`src/rtl/mpu_load_multi_if.sv`:
```
// Handshake and register-file write bus between the sequencer/source and mpu_load_multi.
// The master side drives requests and beats; the slave side is the loader.
interface mpu_load_multi_if #(
  parameter int unsigned FP              = 32,
  parameter int unsigned M               = 4,
  parameter int unsigned N               = 4,
  parameter int unsigned LANES           = 2,
  parameter int unsigned MATRIX_REG_SIZE = 2
);
  localparam int unsigned MBITS = (M > 1) ? $clog2(M) : 1;
  localparam int unsigned NBITS = (N > 1) ? $clog2(N) : 1;

  logic                       start;
  logic                       transpose;
  logic [MBITS:0]             matrix_m_size;
  logic [NBITS:0]             matrix_n_size;
  logic [MATRIX_REG_SIZE-1:0] load_addr;
  logic                       in_valid;
  logic [LANES*FP-1:0]        in_data;
  logic                       in_ready;
  logic                       busy;
  logic                       ack;
  logic                       error;
  logic                       write_en;
  logic [MATRIX_REG_SIZE-1:0] reg_load_addr;
  logic [FP-1:0]              element_out;
  logic [MBITS-1:0]           m;
  logic [NBITS-1:0]           n;

  modport master (
    output start, transpose, matrix_m_size, matrix_n_size, load_addr, in_valid, in_data,
    input  in_ready, busy, ack, error, write_en, reg_load_addr, element_out, m, n
  );

  modport slave (
    input  start, transpose, matrix_m_size, matrix_n_size, load_addr, in_valid, in_data,
    output in_ready, busy, ack, error, write_en, reg_load_addr, element_out, m, n
  );
endinterface

```
`src/rtl/mpu_load_multi.sv`:
```
// Matrix loader: accepts LANES-element beats and serialises them into one register-file
// element write per cycle, with size validation, partial final beats and transpose-on-load.
module mpu_load_multi #(
  parameter int unsigned FP              = 32,
  parameter int unsigned M               = 4,
  parameter int unsigned N               = 4,
  parameter int unsigned LANES           = 2,
  parameter int unsigned MATRIX_REG_SIZE = 2
) (
  input  logic               clk,
  input  logic               rst,
  mpu_load_multi_if.slave    bus
);
  localparam int unsigned MBITS = (M > 1) ? $clog2(M) : 1;
  localparam int unsigned NBITS = (N > 1) ? $clog2(N) : 1;
  localparam int unsigned LW    = (LANES > 1) ? $clog2(LANES) : 1;

  typedef enum logic [2:0] {
    S_IDLE,
    S_ACCEPT,
    S_DRAIN,
    S_DONE,
    S_ERR
  } state_t;

  state_t                          state_q, state_d;
  logic [MBITS:0]                  ms_q, ms_d;
  logic [NBITS:0]                  ns_q, ns_d;
  logic                            tr_q, tr_d;
  logic [MATRIX_REG_SIZE-1:0]      addr_q, addr_d;
  logic [LANES-1:0][FP-1:0]        lane_buf_q, lane_buf_d;
  logic [LW-1:0]                   lane_q, lane_d;
  logic [MBITS-1:0]                i_q, i_d;
  logic [NBITS-1:0]                j_q, j_d;

  logic                            in_ready_q, busy_q, ack_q, error_q, write_en_q;
  logic [MATRIX_REG_SIZE-1:0]      reg_load_addr_q;
  logic [FP-1:0]                   element_q;
  logic [MBITS-1:0]                m_q;
  logic [NBITS-1:0]                n_q;

  logic                            size_ok_c;
  logic                            last_c;
  logic                            j_end_c;

  // Request validation on the raw inputs; transposed loads must also fit the swapped shape.
  always_comb begin
    size_ok_c = (bus.matrix_m_size != '0) && (32'(bus.matrix_m_size) <= M) &&
                (bus.matrix_n_size != '0) && (32'(bus.matrix_n_size) <= N) &&
                (!bus.transpose ||
                 ((32'(bus.matrix_n_size) <= M) && (32'(bus.matrix_m_size) <= N)));
  end

  // (i_q, j_q) is the source position of the element being written in the current DRAIN cycle.
  always_comb begin
    j_end_c = ((NBITS+1)'(j_q) == (ns_q - (NBITS+1)'(1)));
    last_c  = j_end_c && ((MBITS+1)'(i_q) == (ms_q - (MBITS+1)'(1)));
  end

  always_comb begin
    state_d    = state_q;
    ms_d       = ms_q;
    ns_d       = ns_q;
    tr_d       = tr_q;
    addr_d     = addr_q;
    lane_buf_d = lane_buf_q;
    lane_d     = lane_q;
    i_d        = i_q;
    j_d        = j_q;

    unique case (state_q)
      S_IDLE: begin
        if (bus.start) begin
          ms_d    = bus.matrix_m_size;
          ns_d    = bus.matrix_n_size;
          tr_d    = bus.transpose;
          addr_d  = bus.load_addr;
          i_d     = '0;
          j_d     = '0;
          lane_d  = '0;
          state_d = size_ok_c ? S_ACCEPT : S_ERR;
        end
      end
      S_ACCEPT: begin
        if (bus.in_valid) begin
          lane_buf_d = bus.in_data;
          lane_d     = '0;
          state_d    = S_DRAIN;
        end
      end
      S_DRAIN: begin
        // Final element ends the load even mid-beat; leftover lanes are dropped.
        if (last_c) begin
          state_d = S_DONE;
        end else begin
          if (j_end_c) begin
            j_d = '0;
            i_d = i_q + MBITS'(1);
          end else begin
            j_d = j_q + NBITS'(1);
          end
          if (lane_q == LW'(LANES-1)) state_d = S_ACCEPT;
          else                        lane_d  = lane_q + LW'(1);
        end
      end
      S_DONE:  state_d = S_IDLE;
      S_ERR:   state_d = S_IDLE;
      default: state_d = S_IDLE;
    endcase
  end

  // State, datapath and outputs registered from the next-state values.
  always_ff @(posedge clk or negedge rst) begin
    if (!rst) begin
      state_q         <= S_IDLE;
      ms_q            <= '0;
      ns_q            <= '0;
      tr_q            <= 1'b0;
      addr_q          <= '0;
      lane_buf_q      <= '0;
      lane_q          <= '0;
      i_q             <= '0;
      j_q             <= '0;
      in_ready_q      <= 1'b0;
      busy_q          <= 1'b0;
      ack_q           <= 1'b0;
      error_q         <= 1'b0;
      write_en_q      <= 1'b0;
      reg_load_addr_q <= '0;
      element_q       <= '0;
      m_q             <= '0;
      n_q             <= '0;
    end else begin
      state_q         <= state_d;
      ms_q            <= ms_d;
      ns_q            <= ns_d;
      tr_q            <= tr_d;
      addr_q          <= addr_d;
      lane_buf_q      <= lane_buf_d;
      lane_q          <= lane_d;
      i_q             <= i_d;
      j_q             <= j_d;
      in_ready_q      <= (state_d == S_ACCEPT);
      busy_q          <= (state_d != S_IDLE);
      ack_q           <= (state_d == S_DONE);
      error_q         <= (state_d == S_ERR);
      write_en_q      <= (state_d == S_DRAIN);
      reg_load_addr_q <= addr_d;
      if (state_d == S_DRAIN) begin
        element_q <= lane_buf_d[lane_d];
        m_q       <= tr_d ? MBITS'(j_d) : i_d;
        n_q       <= tr_d ? NBITS'(i_d) : j_d;
      end
    end
  end

  assign bus.in_ready      = in_ready_q;
  assign bus.busy          = busy_q;
  assign bus.ack           = ack_q;
  assign bus.error         = error_q;
  assign bus.write_en      = write_en_q;
  assign bus.reg_load_addr = reg_load_addr_q;
  assign bus.element_out   = element_q;
  assign bus.m             = m_q;
  assign bus.n             = n_q;
endmodule

```
`src/flat_wrapper.sv`:
```
// flat-port wrapper written by rule: the top's interface ports become plain ports
module mpu_load_multi_flat 
#(
  parameter int unsigned FP              = 32,
  parameter int unsigned M               = 4,
  parameter int unsigned N               = 4,
  parameter int unsigned LANES           = 2,
  parameter int unsigned MATRIX_REG_SIZE = 2
)
  (clk, rst, bus_start, bus_transpose, bus_matrix_m_size, bus_matrix_n_size, bus_load_addr, bus_in_valid, bus_in_data, bus_in_ready, bus_busy, bus_ack, bus_error, bus_write_en, bus_reg_load_addr, bus_element_out, bus_m, bus_n);
  mpu_load_multi_if #(.FP(FP), .M(M), .N(N), .LANES(LANES), .MATRIX_REG_SIZE(MATRIX_REG_SIZE)) bus_i ();
  input  logic clk;
  input  logic rst;
  input wire logic [$bits(bus_i.start)-1:0] bus_start;
  input wire logic [$bits(bus_i.transpose)-1:0] bus_transpose;
  input wire logic [$bits(bus_i.matrix_m_size)-1:0] bus_matrix_m_size;
  input wire logic [$bits(bus_i.matrix_n_size)-1:0] bus_matrix_n_size;
  input wire logic [$bits(bus_i.load_addr)-1:0] bus_load_addr;
  input wire logic [$bits(bus_i.in_valid)-1:0] bus_in_valid;
  input wire logic [$bits(bus_i.in_data)-1:0] bus_in_data;
  output wire logic [$bits(bus_i.in_ready)-1:0] bus_in_ready;
  output wire logic [$bits(bus_i.busy)-1:0] bus_busy;
  output wire logic [$bits(bus_i.ack)-1:0] bus_ack;
  output wire logic [$bits(bus_i.error)-1:0] bus_error;
  output wire logic [$bits(bus_i.write_en)-1:0] bus_write_en;
  output wire logic [$bits(bus_i.reg_load_addr)-1:0] bus_reg_load_addr;
  output wire logic [$bits(bus_i.element_out)-1:0] bus_element_out;
  output wire logic [$bits(bus_i.m)-1:0] bus_m;
  output wire logic [$bits(bus_i.n)-1:0] bus_n;
  assign bus_i.start = bus_start;
  assign bus_i.transpose = bus_transpose;
  assign bus_i.matrix_m_size = bus_matrix_m_size;
  assign bus_i.matrix_n_size = bus_matrix_n_size;
  assign bus_i.load_addr = bus_load_addr;
  assign bus_i.in_valid = bus_in_valid;
  assign bus_i.in_data = bus_in_data;
  assign bus_in_ready = bus_i.in_ready;
  assign bus_busy = bus_i.busy;
  assign bus_ack = bus_i.ack;
  assign bus_error = bus_i.error;
  assign bus_write_en = bus_i.write_en;
  assign bus_reg_load_addr = bus_i.reg_load_addr;
  assign bus_element_out = bus_i.element_out;
  assign bus_m = bus_i.m;
  assign bus_n = bus_i.n;
  mpu_load_multi #(.FP(FP), .M(M), .N(N), .LANES(LANES), .MATRIX_REG_SIZE(MATRIX_REG_SIZE)) u_core (.clk(clk), .rst(rst), .bus(bus_i));
endmodule
```
`config.mk`:
```
export PLATFORM = sky130hd
export DESIGN_NAME = mpu_load_multi_flat
export DESIGN_NICKNAME = d
export VERILOG_FILES = /design/src/rtl/mpu_load_multi_if.sv /design/src/rtl/mpu_load_multi.sv /design/src/flat_wrapper.sv
export SDC_FILE = /design/constraint.sdc
export NUM_CORES = 1
export LEC_CHECK = 0
export CAP_MARGIN = 0
export CORE_ASPECT_RATIO = 0.8
export CORE_MARGIN = 5
export CORE_UTILIZATION = 50
export CTS_CLUSTER_SIZE = 30
export DETAILED_ROUTE_END_ITERATION = 10
export PLACE_DENSITY = 0.86
export SLEW_MARGIN = 20
export SYNTH_ARGS = -nofsm -noshare
export SYNTH_HDL_FRONTEND = slang
export SYNTH_SLANG_ARGS = --single-unit
```
`constraint.sdc`:
```
create_clock -name clk -period 6.1 [get_ports clk]
set_input_delay 0.61 -clock clk [delete_from_list [all_inputs] [get_ports clk]]
set_output_delay 0.61 -clock clk [all_outputs]
set_load 0.005 [all_outputs]
```
==> summary.md, run 1 <==
| Metric | Value |
|---|---|
| DRT met1 WL | `around 5700 µm` |
| Syn_nets | `517` |
| Largest net degree at the start of global routing | `between 70 and 80` |
| RSZ-0062 raised after global routing | `no` |
| ANT nets after route | `0` |
| Drt first-iter violations | `about 220` |
| Avg WL per Cell | `approximately 18 µm` |
| Area leader, netlist | `dfrtp_1` |
| CTS Hold Bufs | `0` |
| Design Area, Final | `approximately 7500 µm²` |
| Fin Clk Skew | `about 8.6 ps` |
| Max-slew headroom | `slightly below 30%` |
| Max Cap Viol | `0` |
| Clk sink count | `approximately 120` |
| Slack of the critical path | `between 2000 and 3000 ps` |
| Post-Route Setup TNS | `0 ps` |
| WP data required | `approximately 6300 ps` |
| Cell Area, Synth | `approximately 5700 µm²` |
| HPWL after DPL | `between 8000 and 9000 µm` |
| Total CTS buffers | `17` |
| Fillers | `a little under 800` |
| # DRC | `0` |
| Vias | `3871` |
| Top FF cell, synth | `dfrtp_1` |
| Compound-Gate Fraction of Synth Area | `12.2%` |
| Adder-Cell Fraction of Synth Area | `less than 1%` |
| Logic pwr share | `39.6%` |
| H-tree Lvls | `4` |
| Post-synth top area share | `54.0%` |
| Final Util | `approximately 70%` |
| Core area | `~11000 µm²` |
| Area grow syn2layout | `32.5%` |
| Dpl cell area | `6870 µm²` |
| Setup CP Type | `input port to register` |
| Fin cells | `roughly 700` |
| First-pass GRT wire length | `roughly 21000 µm` |
| Total grt overflow | `0` |
| Initial Util | `51.5%` |
| CTS clk-pin slew, worst paths | `around 60 ps` |
| Vias in the first global route | `a little over 4000` |
| CP dominant cell by count | `and3b_1` |
| Met3 WL | `roughly 710 µm` |
| Yosys reg bits | `roughly 120` |
| Maximum fanout along the worst path | `33` |
| Seq/Total Area, Yosys | `a little over half` |
| CP max-delay cell | `nor2b_4` |
| EDFF count, synth | `0` |
| Critical path arrival | `3470 ps` |
| Final Hold Viols | `0` |
| Metal2 WL | `6310 µm` |
| Flop pwr share | `about a third` |
| Worst min path class | `input port to async pin` |
| Peak Freq | `slightly above 0.3 GHz` |
| Status | `finished clean` |
| Post-Route WL | `about 13000 µm` |
| Top delay family on crit path | `simple AND/OR/NAND/NOR gates` |
| Worst-margin pin slew | `about 1100 ps` |
| Number of antenna violations at the first check in global routing | `0` |
| Worst skew pair latency | `about 400 ps` |
| Die area | `roughly 14000 µm²` |
| CTS root buf | `clkbuf_16` |
| Startpoint types | `input port` |
| Drt pass-1 iters | `4` |
| Post-cts sizing count | `0` |
| Nature of the critical path endpoint | `register` |
| Worst path cell trace | `clkdlybuf4s50_1 -> and3b_1 -> nor2b_4 -> buf_4 -> mux2_2 -> and3b_1 -> o31ai_1` |
| Internal power | `2.73 mW` |
| Worst hold slack | `about 270 ps` |
| Async SR Flop Fraction | `100%` |
| Final net count | `626` |
| Leakage | `between 3 and 4 nW` |
| Share of cells above drive strength 1 | `between 20% and 30%` |
| Mapped Cells | `437` |
| Clock share of power | `a little over a quarter` |
| Die H | `105 µm` |
| Dpl ws | `between 2000 and 2500 ps` |
| Ant diodes | `0` |
| Overall Global Routing Usage | `just under 20%` |
| Sw frac | `between 30% and 40%` |
| Post-CTS setup buffer count | `0` |
| Post-Place Cells | `between 600 and 700` |
| Final setup vio count | `0` |
| Unique cell type count in the Yosys netlist | `46` |
| IO Count | `between 100 and 150` |
| Rows | `34` |
| Final Total Pwr | `4.01 mW` |
| Vias/cell | `approximately 5.5` |
| NetSw | `1.27 mW` |
| WP buf/inv | `2` |
| Multiplexer area fraction after synthesis | `approximately 16%` |
| Synth Area in XOR/XNOR | `0.930%` |
| Final Max Slew Viols | `0` |
| Syn_area_per_cell | `about 13 µm²` |
| Peak VDD IR | `between 0.0002 and 0.0003 V` |
| CTS tree | `built` |
| Die width | `about 130 µm` |
| IO buf count | `roughly 120` |
| Largest family of logic cells by synthesized area | `multiplexers` |
| Max layer used | `met4` |
| Simple-gate area share of the yosys netlist | `11.6%` |
| Crit share post-route | `a little over half` |
| Synthesis Warnings | `0` |
| Worst path max stage delay | `860 ps` |
| Fin crit period | `around 3200 ps` |
| Max clock buf depth | `2` |
| Top cells by area, synth | `dfrtp_1, mux2_2, mux2_4, o31ai_2, and3b_1` |
| RD Place Congestion | `0.795` |
| Pwr per Cell Area | `between 500 and 600 nW/µm²` |
-- cell usage after synthesis (5+ instances only) --
cell type / number
dfrtp_1: 122
buf_2: 14
clkbuf_1: 10
buf_4: 6
mux2_4: 28
mux2_2: 41
o31ai_2: 28
a21oi_1: 35
o21ai_0: 6
nand2_1: 44
and3b_1: 33
o31ai_1: 5
inv_1: 9
-- flip-flops by register name, indices dropped and copies added (netlist names) --
register	flops
u_core.tr_q	1
u_core.lane_buf_q	64
u_core.bus.element_out	32
u_core.state_q	3
u_core.ms_q	3
u_core.i_q	2
u_core.lane_q	1
u_core.bus.m	2
u_core.j_q	2
u_core.bus.write_en	1
u_core.bus.busy	1
u_core.bus.n	2
u_core.bus.error	1
u_core.addr_q	2
u_core.bus.ack	1
u_core.bus.in_ready	1
u_core.ns_q	3
-- path summary, 6_finish.rpt --
path | startpoint | end | slack [ps] | depth (start not counted)
worst max-delay path | bus_in_valid | u_core.bus.element_out[2]$_DFFE_PN0N_ | 2860 | 7
max in group asynchronous | rst | u_core.lane_buf_q[57]$_DFF_PN0_ | 4550 | 2
worst max register to register | u_core.state_q[1]$_DFF_PN0_ | u_core.bus.element_out[2]$_DFFE_PN0N_ | 2920 | 6
worst min register to register | u_core.bus.element_out[30]$_DFFE_PN0N_ | u_core.bus.element_out[30]$_DFFE_PN0N_ | 490 | 2
min in group clk | u_core.bus.element_out[30]$_DFFE_PN0N_ | u_core.bus.element_out[30]$_DFFE_PN0N_ | 490 | 2
worst min-delay path | rst | u_core.bus.element_out[7]$_DFFE_PN0N_ | 270 | 1
-- layout make-up --
cell class	count	area (µm²)	area share [%]
flip-flops and latches	122	3050	40.8
multi-input cells	272	2370	31.7
repair buffers	124	1230	16.4
clock buffers	20	447	5.97
well taps	144	180	2.41
clock inverters	12	173	2.31
inverters	9	33.8	0.451
-- power groups by stage --
stage	Sequential (mW)	Combinational, mW	Clock, mW
final	1.37	1.59	1.05
after global routing	1.40	1.72	1.11
after CTS	1.37	1.60	1.06
after detailed placement	1.37	1.58	0
after global placement	1.35	1.51	0
after floorplan	1.31	1.13	0
-- cells by family after synthesis --
family | Yosys count
muxes | 71
and+or+nand+nor | 106
AOI/OAI and AO/OA | 86
adders and majority gates | 3
DFF | 122
buffers and inverters | 43
xor gates and xnor gates | 6
-- cell usage in the layout (no fill, tap or decap), types with 3 or more instances in the layout --
master / instances
o221ai_1: 4
bufinv_16: 4
a21oi_1: 35
dfrtp_1: 122
clkinvlp_4: 5
ha_1: 3
o31ai_2: 28
nor3_1: 3
o21ai_0: 6
nand3_1: 3
buf_4: 6
clkdlybuf4s50_1: 118
inv_1: 9
clkinv_2: 3
xor2_1: 4
mux2_2: 41
mux2_4: 28
or3_1: 3
nand2_1: 44
o31ai_1: 4
clkbuf_16: 17
and3b_1: 33
-- metal layers --
layer  track usage [%]  up-vias
met2              31.5      124
met5                 0        -
li1                  -     1777
met4              4.05        0
met3              6.17        6
met1              25.5     1964
Note: power is estimated with default switching activity, not from simulation.
==> run 2: changes to the inputs <==
- CORE_UTILIZATION: 50 -> 46
- PLACE_DENSITY: 0.86 -> 0.83
- clock period: 6.1 -> 2.7 ns (I/O delays scaled with it)
==> run 2 against run 1 <==
Net effect: worst hold slack better by 130 ps; clock skew rose by 0.55 ps; global-route usage decreased by 0.66 points; combinational power rose by 130%; wire length up 1.2%; setup slack got worse by 2600 ps; final cell count grew 1.8%; non-clock buffer count up 4; largest power group unchanged.
==> summary.md, run 2 (synthesis results as in run 1) <==
| Metric | Value |
|---|---|
| Status | `finished clean` |
| Area grow syn2layout | `33.0%` |
| Vias/cell | `5.37 (-2.4%)` |
| Pwr per Cell Area | `1170 nW/µm² (+120%)` |
| Avg WL per Cell | `18.1 µm (-0.66%)` |
| Leakage | `3.33 nW (+0.81%)` |
| Peak Freq | `0.418 GHz` |
| RSZ-0062 raised after global routing | `no` |
| CTS root buf | `clkbuf_16` |
| # DRC | `0 (unchanged)` |
| Fin Clk Skew | `9.15 ps (+0.554 ps)` |
| Number of antenna violations at the first check in global routing | `1 (+1)` |
| Worst skew pair latency | `410 ps (about the same)` |
| Core area | `12100 µm² (+10%)` |
| Crit share post-route | `88.5%` |
| NetSw | `2.83 mW (+120%)` |
| CTS clk-pin slew, worst paths | `50 ps (about the same)` |
| Total grt overflow | `0 (unchanged)` |
| CP startpoint | `u_core.ns_q[0]$_DFFE_PN0P_` |
| Largest net degree at the start of global routing | `66 (-8.3%)` |
| Setup crit end | `u_core.bus.element_out[7]$_DFFE_PN0N_` |
| Max-slew headroom | `61.8% (+33 points)` |
| Die H | `109 µm (+3.9%)` |
| Drt pass-1 iters | `5 (+1)` |
| Total CTS buffers | `17 (unchanged)` |
| Clock share of power | `23.4% (-2.9 points)` |
| Most common cell after layout, fill and taps aside | `dfrtp_1` |
| Worst-margin pin slew | `573 ps (-487 ps)` |
| IO buf count | `119 (unchanged)` |
| Max reg flops | `64 (unchanged)` |
| Peak VDD IR | `0.000506 V (+100%)` |
| Worst hold slack | `402 ps (+134 ps)` |
| Post-CTS setup buffer count | `0 (unchanged)` |
| Maximum fanout along the worst path | `40 (+21%)` |
| Nature of the critical path endpoint | `register` |
| First-pass GRT wire length | `21300 µm (+1.9%)` |
| Overall Global Routing Usage | `18.7% (-0.66 points)` |
| HPWL after DPL | `8580 µm (+4.9%)` |
| IO Count | `120 (unchanged)` |
| Setup CP Type | `register to register` |
| Sw frac | `32.1% (+0.36 points)` |
| Initial Util | `46.6% (-4.8 points)` |
| Register-to-register setup slack | `310 ps (-2610 ps)` |
| Die width | `134 µm (+3.9%)` |
| Startpoint types | `register` |
| Dpl cell area | `6960 µm² (+1.4%)` |
| WP data required | `3020 ps (-3310 ps)` |
| Die area | `14600 µm² (+7.9%)` |
| CTS tree | `built` |
| Internal power | `5.98 mW (+120%)` |
| Worst r2r path cells | `8 (+2)` |
| Clk sink count | `122 (unchanged)` |
| Final Max Slew Viols | `0 (unchanged)` |
| R2r endpoint | `u_core.bus.element_out[7]$_DFFE_PN0N_` |
| Max Cap Viol | `0 (unchanged)` |
| Critical path arrival | `2710 ps (-760 ps)` |
| Final setup vio count | `0 (unchanged)` |
| Post-Route Setup TNS | `0 ps (unchanged)` |
| Drt first-iter violations | `258 (+17%)` |
| RD Place Congestion | `0.814 (+2.4%)` |
| Flop pwr share | `34.9% (+0.8 points)` |
| Final net count | `630 (+0.64%)` |
| Post-cts sizing count | `0 (unchanged)` |
| Top reg by flops | `u_core.lane_buf_q` |
| Max clock buf depth | `2 (unchanged)` |
| H-tree Lvls | `4 (unchanged)` |
| Fin crit period | `roughly 2400 ps` |
| Final Hold Viols | `0 (unchanged)` |
| Vias in the first global route | `4180 (+1.5%)` |
| Reg-to-Reg Start | `u_core.ns_q[0]$_DFFE_PN0P_` |
| Post-Route WL | `12900 µm (+1.2%)` |
| CTS Hold Bufs | `1 (+1)` |
| Vias | `3848 (-0.59%)` |
| Worst min path class | `input port to async pin` |
| Share of cells above drive strength 1 | `25.6% (about the same)` |
| Most frequent cells in the layout | `dfrtp_1, clkdlybuf4s50_1, nand2_1, mux2_2, a21oi_1` |
| Logic pwr share | `41.6% (+2.0 points)` |
| Rows | `36 (+5.9%)` |
| ANT nets after route | `0 (unchanged)` |
| Design Area, Final | `7510 µm² (+0.38%)` |
==> run 2: power by group through the flow <==
stage          sequential [mW]  combinational (mW)  clock, mW
2_1_floorplan             2.97                2.56          0
6_report                  3.08                3.67       2.07
3_3_place_gp              3.05                3.52          0
5_1_grt                   3.16                4.01       2.20
4_1_cts                   3.08                3.70       2.11
3_5_place_dp              3.09                3.67          0
==> run 2: metrics by stage <==
stage,util [%],worst slack (ps),cells,power [mW]
4_1_cts,62.0,327,715,8.89
2_1_floorplan,-,664,437,5.53
3_3_place_gp,57.5,406,682,6.57
5_1_grt,62.0,172,716,9.36
6_report,62.0,309,716,8.81
3_5_place_dp,57.5,353,682,6.77
==> run 2: worst min path at each step <==
stage,startpoint,endpoint,slack (ps),cells past startpoint
after floorplan,rst,u_core.addr_q[0]$_DFFE_PN0P_,-30,0
after global placement,rst,u_core.addr_q[0]$_DFFE_PN0P_,310,1
after detailed placement,rst,u_core.addr_q[1]$_DFFE_PN0P_,310,1
after CTS,rst,u_core.bus.m[0]$_DFFE_PN0N_,410,2
after global routing,bus_matrix_m_size[1],u_core.ms_q[1]$_DFFE_PN0P_,450,3
final,rst,u_core.tr_q$_DFF_PN0_,400,2
==> run 2: layout make-up <==
cell class | count | area (µm²)
well taps | 152 | 190
clock buffers | 23 | 468
diodes | 1 | 2.50
fillers | 936 | 4600
clock inverters | 9 | 72.6
repair buffers | 128 | 1320
flip-flops and latches | 122 | 3050
inverters | 9 | 33.8
multi-input cells | 272 | 2370
==> run 2: layer usage <==
layer	part of all wire (%)	vias up	track usage, %
met3	5.7	19	5.58
met1	45	1934	24.3
met5	0	-	0
li1	-	1787	-
met2	47	108	28.9
met4	1.8	0	8.96
==> run 2: critical path, cell delays in order, from the launching register on <==
cell and delay (ps):
dfrtp_1 370, inv_1 70, ha_1 310, xor2_1 180, and3_1 350, a31o_4 510
buf_12 300, nand2_1 110, o31ai_2 60
